<file path="src/rtl/pipe_pkg.sv">
// Shared types and default sizes for the elastic pipeline-stage register.
// Optional perf counters in pipe_stage_buf are enabled with PIPE_STAGE_PERF_EN.
package pipe_pkg;

   typedef enum logic [1:0] {
      EMPTY = 2'd0,
      ONE   = 2'd1,
      TWO   = 2'd2
   } pipe_state_e;

   localparam int PIPE_CNT_W_DEF = 16;
   localparam int PIPE_WIDTH_DEF = 64;

endpackage

</file>
<file path="src/rtl/pipe_sat_cnt.sv">
// Saturating up-counter used for the stage performance counters.
// Instantiated by pipe_stage_buf only when PIPE_STAGE_PERF_EN is defined.
module pipe_sat_cnt
   import pipe_pkg::*;
#(
   parameter int CNT_W = PIPE_CNT_W_DEF
) (
   input  logic             clk,
   input  logic             rst,
   input  logic             inc,
   output logic [CNT_W-1:0] count
);

   localparam logic [CNT_W-1:0] CNT_MAX = {CNT_W{1'b1}};

   // Holds at the all-ones value instead of wrapping; only reset clears it.
   always_ff @(posedge clk or posedge rst) begin
      if (rst) begin
         count <= '0;
      end else if (inc && (count != CNT_MAX)) begin
         count <= count + 1'b1;
      end
   end

endmodule

</file>
<file path="src/rtl/pipe_stage_buf.sv">
// Elastic valid/ready pipeline-stage register with a two-entry skid buffer.
// Define PIPE_STAGE_PERF_EN to add the stall_cycles / flush_count counters.
module pipe_stage_buf
   import pipe_pkg::*;
#(
   parameter int WIDTH          = PIPE_WIDTH_DEF,
   parameter bit CLEAR_ON_FLUSH = 1'b1,
   parameter int CNT_W          = PIPE_CNT_W_DEF
) (
   input  logic             clk,
   input  logic             rst,
   input  logic             in_valid,
   output logic             in_ready,
   input  logic [WIDTH-1:0] in_data,
   input  logic             flush,
   output logic             out_valid,
   input  logic             out_ready,
   output logic [WIDTH-1:0] out_data
`ifdef PIPE_STAGE_PERF_EN
   ,
   output logic [CNT_W-1:0] stall_cycles,
   output logic [CNT_W-1:0] flush_count
`endif
);

   if (WIDTH < 1) begin : g_bad_width
      $error("pipe_stage_buf: WIDTH must be at least 1");
   end
   if (CNT_W < 1) begin : g_bad_cnt_w
      $error("pipe_stage_buf: CNT_W must be at least 1");
   end

   pipe_state_e      state;
   logic [WIDTH-1:0] main_q;
   logic [WIDTH-1:0] skid_q;
   logic             in_fire;
   logic             out_fire;

   assign in_fire  = in_valid & in_ready;
   assign out_fire = out_valid & out_ready;
   assign out_data = main_q;

   // in_ready and out_valid are kept as their own flops, updated alongside the
   // state, so neither output has a combinational path from out_ready.
   always_ff @(posedge clk or posedge rst) begin
      if (rst) begin
         state     <= EMPTY;
         out_valid <= 1'b0;
         in_ready  <= 1'b1;
         main_q    <= '0;
         skid_q    <= '0;
      end else if (flush) begin
         state     <= EMPTY;
         out_valid <= 1'b0;
         in_ready  <= 1'b1;
         if (CLEAR_ON_FLUSH) begin
            main_q <= '0;
            skid_q <= '0;
         end
      end else begin
         case (state)
            EMPTY: begin
               if (in_fire) begin
                  main_q    <= in_data;
                  state     <= ONE;
                  out_valid <= 1'b1;
                  in_ready  <= 1'b1;
               end
            end
            ONE: begin
               if (in_fire && out_fire) begin
                  main_q <= in_data;
               end else if (in_fire) begin
                  skid_q   <= in_data;
                  state    <= TWO;
                  in_ready <= 1'b0;
               end else if (out_fire) begin
                  state     <= EMPTY;
                  out_valid <= 1'b0;
               end
            end
            TWO: begin
               // Skid entry is younger than main, so it moves forward on drain.
               if (out_fire) begin
                  main_q   <= skid_q;
                  state    <= ONE;
                  in_ready <= 1'b1;
               end
            end
            default: begin
               state     <= EMPTY;
               out_valid <= 1'b0;
               in_ready  <= 1'b1;
            end
         endcase
      end
   end

`ifdef PIPE_STAGE_PERF_EN
   logic stall_inc;

   assign stall_inc = out_valid & ~out_ready & ~flush;

   pipe_sat_cnt #(.CNT_W(CNT_W)) u_stall_cnt (
      .clk   (clk),
      .rst   (rst),
      .inc   (stall_inc),
      .count (stall_cycles)
   );

   pipe_sat_cnt #(.CNT_W(CNT_W)) u_flush_cnt (
      .clk   (clk),
      .rst   (rst),
      .inc   (flush),
      .count (flush_count)
   );
`endif

endmodule

</file>
<file path="config.mk">
export PLATFORM = sky130hd
export DESIGN_NAME = pipe_stage_buf
export DESIGN_NICKNAME = d
export VERILOG_FILES = /design/src/rtl/pipe_pkg.sv /design/src/rtl/pipe_sat_cnt.sv /design/src/rtl/pipe_stage_buf.sv
export SDC_FILE = /design/constraint.sdc
export NUM_CORES = 1
export LEC_CHECK = 0
export CORE_MARGIN = 3
export CORE_UTILIZATION = 45
export CTS_CLUSTER_SIZE = 12
export DETAILED_ROUTE_END_ITERATION = 8
export MAX_ROUTING_LAYER = met4
export PLACE_DENSITY = 0.72
export SLEW_MARGIN = 20
export SYNTH_ARGS = -nofsm -noshare
export SYNTH_HDL_FRONTEND = slang
export SYNTH_SLANG_ARGS = --single-unit
export TNS_END_PERCENT = 1
</file>
<file path="constraint.sdc">
create_clock -name clk -period 5 [get_ports clk]
set_input_delay 0.75 -clock clk [delete_from_list [all_inputs] [get_ports clk]]
set_output_delay 0.75 -clock clk [all_outputs]
set_load 0.03 [all_outputs]
</file>
==> results.md <==
Run status:
- The flow ran to the end, and the final reports show no timing, DRC or antenna violations.

Cells and area:
- Excluding fillers, the count of instances in the completed layout stands at 917.
- The ratio of cells with drive above 1 in the final layout is 6.35%.
- The area growth from synthesis to layout is 32.3%.
- The number of fill cells in the layout is 1128.
- At the end of the flow, the number of nets in the layout was 800.

Worst setup path:
- The launching element type of the critical path is an input port.
- STA classifies the critical path endpoint as a flop.
- The critical path class is input port to flop.
- The signal on the critical path passes through clkdlybuf4s50_1, nand2_1, a22o_2, or3_1, o2bb2ai_1.
- The required time at the endpoint of the critical path is 5.26 ns.
- The startpoint identified for the worst register-to-register timing path is state[0].
- Along the worst path, the maximum fanout reaches 41.
- The flop-to-flop setup slack is 1.95 ns.
- Data on the critical path arrives at its endpoint at 3.32 ns.
- For the worst flop-to-flop path, the logic depth is 5.
- Counting both buffers and inverters, the worst setup path holds a total of 1.
- The worst register-to-register path ends at out_data[53].
- The slowest stage of the critical path belongs to the cell or3_1.
- Among cell families on the critical path, the largest total delay comes from simple AND/OR/NAND/NOR gates.
- The delay of the slowest critical-path stage is 0.84 ns.

Pwr:
- Across the VDD grid, the largest voltage drop is 0.000361 V.
- The cell area power density is 592 nW/um2.
- The static leakage is 3.50 nW.

Routing:
- The iteration count of the initial detailed-routing pass is 5.
- The detailed router placed 5233 vias in this run.
- The post-detailed-routing wire length is 16300 um.
- After detailed routing, the number of remaining DRC violations is 0.
- The post-detailed-route via-to-cell ratio is 5.71.
- In the final routed layout, each cell accounts on average for 17.8 um.
- The detailed router's first-iteration violation count is 400.
- In this run the remaining antenna-violating nets after routing total 0.

Placement:
- Routability-driven placement finished with a final weighted congestion of 0.839.
- The count of buffers from port buffering is 134.
- After detailed placement, the design holds a cell count of 883.
- The HPWL after detailed placement is 10200 um.

STA:
- The count of endpoints failing setup in the final report is 0.
- Setup repair after global routing left no endpoint under its margin.
- The final hold violation count is 0.
- The clock period could shrink to 3.06 ns.
- The number of max-slew violations in the final report is 0.
- After layout, the worst path uses 61.2% of the clock period.
- The transition at the pin with the smallest max-transition slack is 0.976 ns.
- For this run, the top clock speed supported by timing is 0.327 GHz.
- The total negative setup slack is 0 ns.
- The worst clock skew is 0.00664 ns.
- The worst relative slew slack is 35.0%.

Global route:
- The first global-routing pass estimated 26100 um of wire.
- The aggregate global routing overflow is 0.
- Entering global routing, the biggest net connects 114 pins.
- The number of global-route vias before repair is 5102.
- The all-layer global routing usage is 21.3%.
- The initial antenna violation count is 1.

Clocking:
- The clock latency of the later-clocked register in the worst-skew pair is 0.41 ns.
- In this run the deepest clock path goes through 2 buffers.
- In this run, post-CTS repair resized a total of 0 instances.
- The maximum level of the CTS H-tree is 4.
- The hold buffer count at cts is 0.
- The clock-pin slew on the worst setup and hold paths is 0.06 ns.
- The count of buffers added by post-CTS timing repair for setup is 0.
- TritonCTS built the clock tree.
- The cell sitting at the root of the clock tree is a clkbuf_16.
- The clock buffer count from CTS is 17.
- The clock sink count is 132.

Synthesis:
- Sequential cells were found to cover 52.3% of the synthesized design area.
- The number of enable flip-flop cells after synthesis is 0.
- The cell area after synthesis is 6310 um2.
- Sorting the synthesized cells by area gives the leading types as dfrtp_1 (52%), mux2i_1 (10%), nand2_1 (7.8%), a21oi_1 (5.2%), a211o_1 (5.1%).
- The number of warnings reported in the yosys synthesis log is 0.
- The cell count after synthesis came out at 622.
- In this run the mean area of a mapped cell was 10.1 um2.
- The largest area contributor in the netlist is dfrtp_1.
- The post-synth net total is 695.
- After synthesis, the most frequently instantiated cells are dfrtp_1 (131), nand2_1 (131), a21oi_1 (65), mux2i_1 (64), nor4_1 (38).
- The most used flip-flop cell after synthesis is dfrtp_1.
- The total of flip-flops plus latches after synthesis is 132.
- The number of different library cells used by synthesis comes to 34.
- The synthesized design devotes to its leading area cell type 51.9% of total area.
- For this run, asynchronously set or reset flops after synthesis account for 100%.

Floorplan:
- The core footprint is 13500 um2.
- The boundary pin count is 135.
- The floorplan step set the die height to 124 um.
- The initial utilization of the core area, before any placement, comes to 46.9%.
- The standard-cell row count is 42.
- The die outline area is 15500 um2.
- From left edge to right edge, the die measures 124 um.

Worst hold path:
- In this run the worst hold path is classified as flop to flop.
- The startpoint identified for the worst hold timing path is out_data[10].
- The number of cells on the worst hold path is 1.
- The worst hold path terminates at out_data[10].

Run:
- The count of maximum capacitance violations is 0.
-- registers in the layout, indices dropped and copies added, names as in the netlist --
register,flops
out_data,64
in_ready,1
state,2
out_valid,1
skid_q,64
-- metrics by stage --
stage               instance area, um2  setup WS, ns  hold WS [ns]  utilization, %  total power, W
floorplan                         6310         0.726         0.501               -         0.00289
global placement                  7720          1.75         0.484            57.4         0.00366
detailed placement                7720          1.58         0.477            57.4         0.00370
CTS                               8320          1.97         0.498            61.8         0.00497
global route                      8350          1.72         0.506            62.1         0.00519
finish                            8350          1.94         0.494            62.1         0.00495
-- routing by layer --
layer,GRT usage [%],wire (um),up-vias
met5,-,0,-
met4,6.13,212,0
met3,6.82,1080,19
met2,32.0,7640,178
met1,27.9,7410,2581
li1,-,-,2455
-- how the worst max path moves through the flow --
stage	startpoint	endpoint	slack, ns	cells past startpoint
2_1_floorplan	rst	out_data[0]	0.73	1
3_3_place_gp	in_valid	out_data[49]	1.75	5
3_5_place_dp	in_valid	out_data[60]	1.58	5
4_1_cts	state[0]	out_data[55]	1.97	5
5_1_grt	state[0]	out_data[53]	1.72	5
6_report	in_valid	out_data[53]	1.94	5
-- where the power goes --
group,leakage (nW),internal (W),switching [W],total (W)
clock network,0.295,0.000813,0.000429,0.00124
logic,1.43,0.000836,0.00123,0.00207
registers,1.78,0.00138,0.000254,0.00164
total,3.50,0.00303,0.00191,0.00495
-- logic make-up after synthesis --
| kind of cell | Yosys count | synth area share, % |
|---|---|---|
| buf+inv | 61 | 4.08 |
| simple gates | 221 | 17.3 |
| compound gates | 139 | 15.2 |
| mux | 65 | 10.3 |
| fa+ha+maj | 4 | 0.793 |
| flops | 132 | 52.3 |
-- cell usage in the layout, fill, tap and decap left out, types with 5 or more instances in the layout --
cell / count
o2bb2ai_1: 26
mux2i_1: 64
a21oi_1: 65
clkbuf_16: 17
nand2_1: 131
clkbuf_8: 6
clkbuf_1: 5
clkdlybuf4s50_1: 133
buf_4: 10
a211o_1: 37
dfrtp_1: 131
nor3b_1: 37
nor4_1: 38
-- final cells by class --
cell class	instances	area [um2]	area share (%)
repair buffers	144	1430	17.2
clock buffers	28	527	6.31
flip-flops and latches	132	3300	39.6
well taps	176	220	2.64
diodes	1	2.50	0.0300
clock inverters	4	70.1	0.839
inverters	3	13.8	0.165
multi-input cells	429	2780	33.3
-- worst reg2reg max path, stage by stage, from the launching register on --
cell       delay [ns]
dfrtp_1          0.41
inv_1            0.15
ha_4             0.45
a22o_2           0.84
or3_1            0.85
o2bb2ai_1        0.19
Note: power is estimated with default switching activity, not from simulation.
